`src/rtl/vrf_pkg.sv`:
```
// Shared types and default geometry for the vector register file.
// Optional same-cycle write-to-read forwarding is enabled with VRF_BYPASS_EN.
package vrf_pkg;

    typedef enum logic {
        SWEEP = 1'b0,
        IDLE  = 1'b1
    } vrf_state_t;

    localparam int VRF_LANES  = 8;
    localparam int VRF_LANE_W = 8;
    localparam int VRF_NREGS  = 16;
    localparam int VRF_NRD    = 2;

endpackage

```
`src/rtl/vrf_lane_merge.sv`:
```
// Lane-masked merge: lanes with mask=1 take new_data, the rest keep old_data.
// Latency: combinational.
// Backpressure: none (pure function of its inputs).
module vrf_lane_merge #(
    parameter int LANES  = 8,
    parameter int LANE_W = 8
) (
    input  logic [LANES*LANE_W-1:0] old_data,
    input  logic [LANES*LANE_W-1:0] new_data,
    input  logic [LANES-1:0]        mask,
    output logic [LANES*LANE_W-1:0] merged
);

    always_comb begin
        merged = old_data;
        for (int i = 0; i < LANES; i++) begin
            if (mask[i]) begin
                merged[i*LANE_W +: LANE_W] = new_data[i*LANE_W +: LANE_W];
            end
        end
    end

endmodule

```
`src/rtl/vector_register_file.sv`:
```
// Vector register file: NRD async read ports, one lane-masked write port, hardware clear sweep.
// Latency: reads combinational, writes visible next cycle (same cycle with VRF_BYPASS_EN).
// Backpressure: wr_ready low while sweeping or when clr_req is asserted; producer holds the write.
module vector_register_file
    import vrf_pkg::*;
#(
    parameter int LANES  = VRF_LANES,
    parameter int LANE_W = VRF_LANE_W,
    parameter int NREGS  = VRF_NREGS,
    parameter int NRD    = VRF_NRD
) (
    input  logic                                clk,
    input  logic                                rst_n,
    input  logic                                clr_req,
    output logic                                busy,
    input  logic                                wr_valid,
    output logic                                wr_ready,
    input  logic [$clog2(NREGS)-1:0]            wr_addr,
    input  logic [LANES-1:0]                    wr_mask,
    input  logic [LANES*LANE_W-1:0]             wr_data,
    input  logic [NRD*$clog2(NREGS)-1:0]        rd_addr,
    output logic [NRD*LANES*LANE_W-1:0]         rd_data
);

    localparam int              AW       = $clog2(NREGS);
    localparam int              VW       = LANES * LANE_W;
    localparam logic [AW:0]     NREGS_W  = (AW+1)'(NREGS);
    localparam logic [AW-1:0]   LAST_PTR = AW'(NREGS - 1);

    vrf_state_t     state;
    logic [AW-1:0]  ptr;
    logic [VW-1:0]  regs [NREGS];

    logic           wr_fire;
    logic           wr_in_range;
    logic [VW-1:0]  wr_old;
    logic [VW-1:0]  wr_merged;

    // busy is kept as its own flop so the read gating never sees a decoded glitch
    always_ff @(posedge clk or negedge rst_n) begin
        if (!rst_n) begin
            state <= SWEEP;
            ptr   <= '0;
            busy  <= 1'b1;
        end else begin
            case (state)
                SWEEP: begin
                    if (ptr == LAST_PTR) begin
                        state <= IDLE;
                        busy  <= 1'b0;
                        ptr   <= '0;
                    end else begin
                        ptr <= ptr + 1'b1;
                    end
                end
                IDLE: begin
                    if (clr_req) begin
                        state <= SWEEP;
                        busy  <= 1'b1;
                        ptr   <= '0;
                    end
                end
            endcase
        end
    end

    assign wr_ready    = (state == IDLE) & ~clr_req;
    assign wr_fire     = wr_valid & wr_ready;
    assign wr_in_range = {1'b0, wr_addr} < NREGS_W;
    assign wr_old      = wr_in_range ? regs[wr_addr] : '0;

    vrf_lane_merge #(
        .LANES  (LANES),
        .LANE_W (LANE_W)
    ) u_wr_merge (
        .old_data (wr_old),
        .new_data (wr_data),
        .mask     (wr_mask),
        .merged   (wr_merged)
    );

    // Storage has no reset: the sweep is what zeroes it.
    always_ff @(posedge clk) begin
        if (state == SWEEP) begin
            regs[ptr] <= '0;
        end else if (wr_fire && wr_in_range) begin
            regs[wr_addr] <= wr_merged;
        end
    end

    for (genvar p = 0; p < NRD; p++) begin : g_rd
        logic [AW-1:0] ra;
        logic          ra_ok;
        logic [VW-1:0] stored;
        logic [VW-1:0] port_val;

        assign ra     = rd_addr[p*AW +: AW];
        assign ra_ok  = {1'b0, ra} < NREGS_W;
        assign stored = ra_ok ? regs[ra] : '0;

`ifdef VRF_BYPASS_EN
        logic [LANES-1:0] byp_mask;

        assign byp_mask = (wr_fire && (ra == wr_addr)) ? wr_mask : '0;

        vrf_lane_merge #(
            .LANES  (LANES),
            .LANE_W (LANE_W)
        ) u_byp_merge (
            .old_data (stored),
            .new_data (wr_data),
            .mask     (byp_mask),
            .merged   (port_val)
        );
`else
        assign port_val = stored;
`endif

        // Out-of-range addresses stay zero even if a dropped write targets them.
        assign rd_data[p*VW +: VW] = (busy || !ra_ok) ? '0 : port_val;
    end

endmodule

```
`config.mk`:
```
export PLATFORM = sky130hd
export DESIGN_NAME = vector_register_file
export DESIGN_NICKNAME = d
export VERILOG_FILES = /design/src/rtl/vrf_pkg.sv /design/src/rtl/vrf_lane_merge.sv /design/src/rtl/vector_register_file.sv
export SDC_FILE = /design/constraint.sdc
export NUM_CORES = 1
export LEC_CHECK = 0
export CORE_ASPECT_RATIO = 0.75
export CORE_MARGIN = 5
export CORE_UTILIZATION = 55
export CTS_CLUSTER_DIAMETER = 150
export DETAILED_ROUTE_END_ITERATION = 7
export GPL_TIMING_DRIVEN = 0
export PLACE_DENSITY = 0.72
export SYNTH_ARGS = -nofsm -noshare
export SYNTH_HDL_FRONTEND = slang
export SYNTH_SLANG_ARGS = --single-unit
```
`constraint.sdc`:
```
create_clock -name clk -period 6.2 [get_ports clk]
set_input_delay 1.24 -clock clk [delete_from_list [all_inputs] [get_ports clk]]
set_output_delay 1.24 -clock clk [all_outputs]
set_load 0.005 [all_outputs]
```
* Word level (Yosys, flattened, before mapping)
Memories as Yosys holds them, arrays and structs flattened.
Cells that the tools add are included.
W data, S select, Z words.
** Operators by class
- Equality and inequality tests :: 11
- Bitwise operators :: 4
- Add/sub/neg operators :: 1
- Mux-type cells :: 26
- Reductions and logical operators :: 10
** Operator list (count)
- $mux W64 :: 3
- $mux W8 :: 9
- $reduce_or A64 Y1 :: 1
- $reduce_and A2 Y1 :: 9
- $mux W4 :: 3
- $mux W1 :: 8
- $ne A1 B1 Y1 const B :: 8
- $pmux W4 S2 :: 1
- $add A4 B1 Y4 const B :: 1
- $eq A4 B4 Y1 const B :: 1
- $ne A2 B2 Y1 const B :: 2
- $pmux W1 S2 :: 2
- $and A1 B1 Y1 :: 2
- $not A1 Y1 :: 2
** Storage, ports and cells
- Bits in registers :: 6
- Memories :: 1
- Word-level logic and storage cells :: 56
- Memory bits (writable) :: 1024
- Bits of input ports :: 88
- Output and inout port bits :: 130
** Memory list
- regs :: depth 16, bits a word 64, read ports 2, clocked after memory_dff 0, wr ports 1, RTL line vector_register_file.sv:32 : logic [VW-1:0] regs [NREGS];

* Longest topological paths before layout
- Depth in word-level cells :: 9
- Mapped depth :: 8
- Mapped depth without buffers :: 5

* Hierarchy
Synthesis repeated with hierarchy kept, for this count alone.
** Second synthesis, totals
- Cell total of the unflattened synthesis :: 3953
- Area total of the unflattened synthesis :: 57108.5 um^2
** Modules (own cells, without submodules)
- vector_register_file :: cells an instance 3881, seq. area each 30900.9 um^2, area an instance 56057.5 um^2, times used 1
- vrf_lane_merge :: cells an instance 72, seq. area each 0.0 um^2, area an instance 1051.0 um^2, times used 1

* Least setup slack after synthesis
OpenSTA, ideal clock, no wires.
- Kind :: input -> output
- Start :: input rd_addr[0]
- End :: output rd_data[17]
- Data required time :: 4.960 ns
- Arrival :: 2.935 ns
- Cell stages on the path :: 5
- Slack :: 2.025 ns
- Path buffers :: 3
- Path through :: buf_2 > buf_1 > buf_2 > mux4_2 > a221o_1
** On the way
- Word-level cells in the longest chain between the ends :: 2
** RTL lines
- start, declared :: RTL line vector_register_file.sv:21 : input logic [NRD*$clog2(NREGS)-1:0] rd_addr,
- $mem_v2 Z16 W64
- $mux W64 :: RTL line vector_register_file.sv:120 : assign rd_data[p*VW +: VW] = (busy || !ra_ok) ? '0 : port_val;
- end, declared :: RTL line vector_register_file.sv:22 : output logic [NRD*LANES*LANE_W-1:0] rd_data
No other way between the ends.

* Worst setup path in the final report
- Start :: input rd_addr[2]
- End :: output rd_data[39]
Same word-level chain as after synthesis.

==> flow_summary.yaml <==
status:
  status: "complete, but fails checks"
  violations: "capacitance limit, slew limit, setup timing"
drt:
  vias_per_cell: 7.48
  vias: 30722
  wire_per_inst_um: 39.8
  drt-total-wl_mm: 164
  drt_pass1_iterations: 6
  postRouteAntennaNets: 0
  drcViolationCount: 0
  drtIter0Drc: 5276
run:
  drv_cap: 2
synthesis:
  synth_top_area_share_pct: 63.3
  netlist_area_mm2: 0.0486
  synth_nets: 2605
  synthFlopType: "edfxtp_1"
  synthArstFlopShare_pct: 0.583
  synth_edf_count: 1024
  synth_top_cell_by_area: "edfxtp_1"
  synthTopCellsByArea: "edfxtp_1 (63%), mux4_2 (22%), mux2i_1 (5.3%), o22ai_1 (1.3%), and2_1 (0.89%)"
  ys_seq_elements: 1030
  synth.avg_cell_area_um2: 19.3
  seq_area_frac_synth_pct: 63.6
  ys_types: 46
  synth_cells: 2516
  yosysWarnings: 0
worst_setup_path:
  critPathMaxFanout: 10
  regToRegStartpoint: "state$_DFF_PN0_"
  reg2regPathDepth: 6
  crit_type: "primary input to primary output"
  worstPathRequired_ps: 4960
  r2r-end: "regs[9][53]$_DFFE_PP_"
  crit_path_end: "rd_data[39]"
  rrSetupSlack_ps: 2080
  worstSetupStartpoint: "rd_addr[2]"
  critPathCaptureType: "primary output"
  crit_path_start_kind: "primary input"
  worstPathArrival_ps: 5100
cells_and_area:
  area_growth_pct: 15.5
  stdcell_area_mm2: 0.0561
  layout-drive-gt1-share_pct: 28.6
  fillers: 5802
  multi_input_area_mm2: 0.0170
  seq_area_mm2: 0.0309
  nets: 2967
  insertedDiodeCount: 0
  stdcell_count: 4107
  post-route-util_pct: 64.0
floorplanning:
  die_y_um: 267
  die_x_um: 353
  fp-row-count: 94
  io_pins: 218
  initial_core_util_pct: 55.4
  die_area_mm2: 0.0944
  core-area_mm2: 0.0876
placed_design:
  gp_congestion: 0.948
  placed_cells: 3927
  dpl.hpwl_mm: 109
  portBuffers: 213
  place_area_mm2: 0.0530
timing:
  finalHoldViolations: 0
  worst_slew_pin_slew_ps: 1550
  max_freq_mhz: 158
  slew_headroom_pct: -3.43
  clock_skew_ps: 42.1
  setup_tns_ps: -728
  period_share_pct: 102
  period_minus_slack_ps: 6340
  rsz0062_at_grt: "yes"
  slew_viol_final: 11
  finalSetupViolations: 12
  holdWs_ps: 641
  fin_ws_ps: -136
clock_network:
  cts_tree: "yes"
  path_clk_slew_ps: 60
  cts_max_level: 3
  cts_buffer_depth: 3
  cts_sinks: 1030
  clk_latency_ps: 700
  post_cts_buffers: 0
  clockRootBuffer: "clkbuf_16"
  numCtsBuffers: 98
pwr:
  powerDensity_mw_per_mm2: 371
  leakage_uw: 0.0187
  ir_drop_mv: 0.296
grt:
  grt_pass1_vias: 30749
  grt_pass1_wl_mm: 227
  gr-total-overflow: 0
  grt_usage_pct: 34.5
  grt_max_degree: 17
  antenna_found_initial: 0
worst_hold_path:
  min_path_cells: 2
  hp-class: "register to register"
## cells in the mapped netlist, types with 8 or more instances
cell type	number
edfxtp_1	1024
mux4_2	483
mux2i_1	256
clkbuf_1	102
o22ai_1	101
nor2_1	75
and2_1	69
nor3_1	64
buf_2	57
nand2_1	45
buf_1	37
a221o_1	17
a22o_1	16
a22oi_1	16
and3_1	16
a32oi_1	12
nand4_1	12
o211ai_1	12
o21ai_0	11
a21boi_0	9
inv_1	9
buf_6	8
o211ai_2	8
## state kept, by name, indices dropped and copies added, names as in the netlist
register and cells:
regs 1024, ptr 4, busy 1, state 1
## worst max-delay path, stage by stage
cell and delay, ps:
clkdlybuf4s50_1 540, nor2b_1 160, clkbuf_1 680, clkbuf_1 900, a22oi_1 340, a22o_1 320, a221o_1 420, clkdlybuf4s50_1 490
## metal layers
metal	up-vias	track usage, %	wire (µm)
met5	-	0.350	41
met4	2	15.3	8760
met3	527	14.3	27400
met2	2870	50.4	71200
met1	15788	46.0	56300
li1	11535	-	-
## cell usage in the layout (no fill, tap or decap), types with 4 or more instances in the layout
master and n:
a22o_1 16, clkdlybuf4s50_1 213, a221o_1 17, a21boi_1 7
clkinv_2 15, inv_1 9, mux2i_1 256, dfrtp_1 5
nor2b_1 6, nor3b_1 6, and2_1 69, clkinv_1 30
mux2i_2 5, o211ai_1 12, buf_4 7, clkdlybuf4s15_2 7
a32oi_1 12, and3_1 16, nor2_1 74, clkbuf_2 17
buf_1 29, buf_2 58, edfxtp_1 1024, nor3_2 64
clkbuf_16 100, o21ai_0 11, nand4_1 12, a22oi_1 16
clkbuf_1 101, o211ai_2 8, mux4_2 483, bufinv_16 4
nand2_1 45, o22ai_1 101, buf_6 52
## worst min-delay path by stage
| stage | startpoint | to | slack, ps |
|---|---|---|---|
| floorplan | busy$_DFFE_PN1P_ | busy$_DFFE_PN1P_ | 540 |
| global placement | ptr[2]$_DFFE_PN0P_ | ptr[2]$_DFFE_PN0P_ | 620 |
| detailed placement | ptr[2]$_DFFE_PN0P_ | ptr[2]$_DFFE_PN0P_ | 630 |
| CTS | ptr[2]$_DFFE_PN0P_ | ptr[2]$_DFFE_PN0P_ | 630 |
| global route | ptr[2]$_DFFE_PN0P_ | ptr[2]$_DFFE_PN0P_ | 660 |
| finish | ptr[2]$_DFFE_PN0P_ | ptr[2]$_DFFE_PN0P_ | 640 |
## cells by family after synthesis
group,synth area share [%]
flops,63.6
simple gates,3.27
fa+ha+maj,0.0258
xor+xnor,0.0180
mux,27.9
compound gates,3.15
buf+inv,1.99
## where the power goes
group	switching, µW	internal (µW)	total (µW)	leakage [µW]
logic	3470	2090	5560	0.00750
registers	483	9030	9520	0.00973
clock network	2640	3120	5760	0.00145
## what timing repair did
item / 4_1_cts / 5_1_grt
setup endpoints to repair: 105 / 14
resized for setup: 31 / 24
pin swaps: 0 / 2
hold buffers: 0 / 0
## metrics by stage
step,setup WS (ps),total power (µW)
2_1_floorplan,2020,12200
3_3_place_gp,-944,14500
3_5_place_dp,-826,15000
4_1_cts,23.1,20600
5_1_grt,-27.2,21300
6_report,-136,20800
## area by class of cell
class | instances | area share (%)
Inverter | 10 | 0.0669
Clock buffer | 120 | 4.59
Tap cell | 1152 | 2.57
Multi-Input combinational cell | 1268 | 30.4
Buffer | 208 | 1.82
Timing Repair Buffer | 262 | 4.80
Sequential cell | 1030 | 55.1
Clock inverter | 57 | 0.709
(Power assumes the default switching activity.)
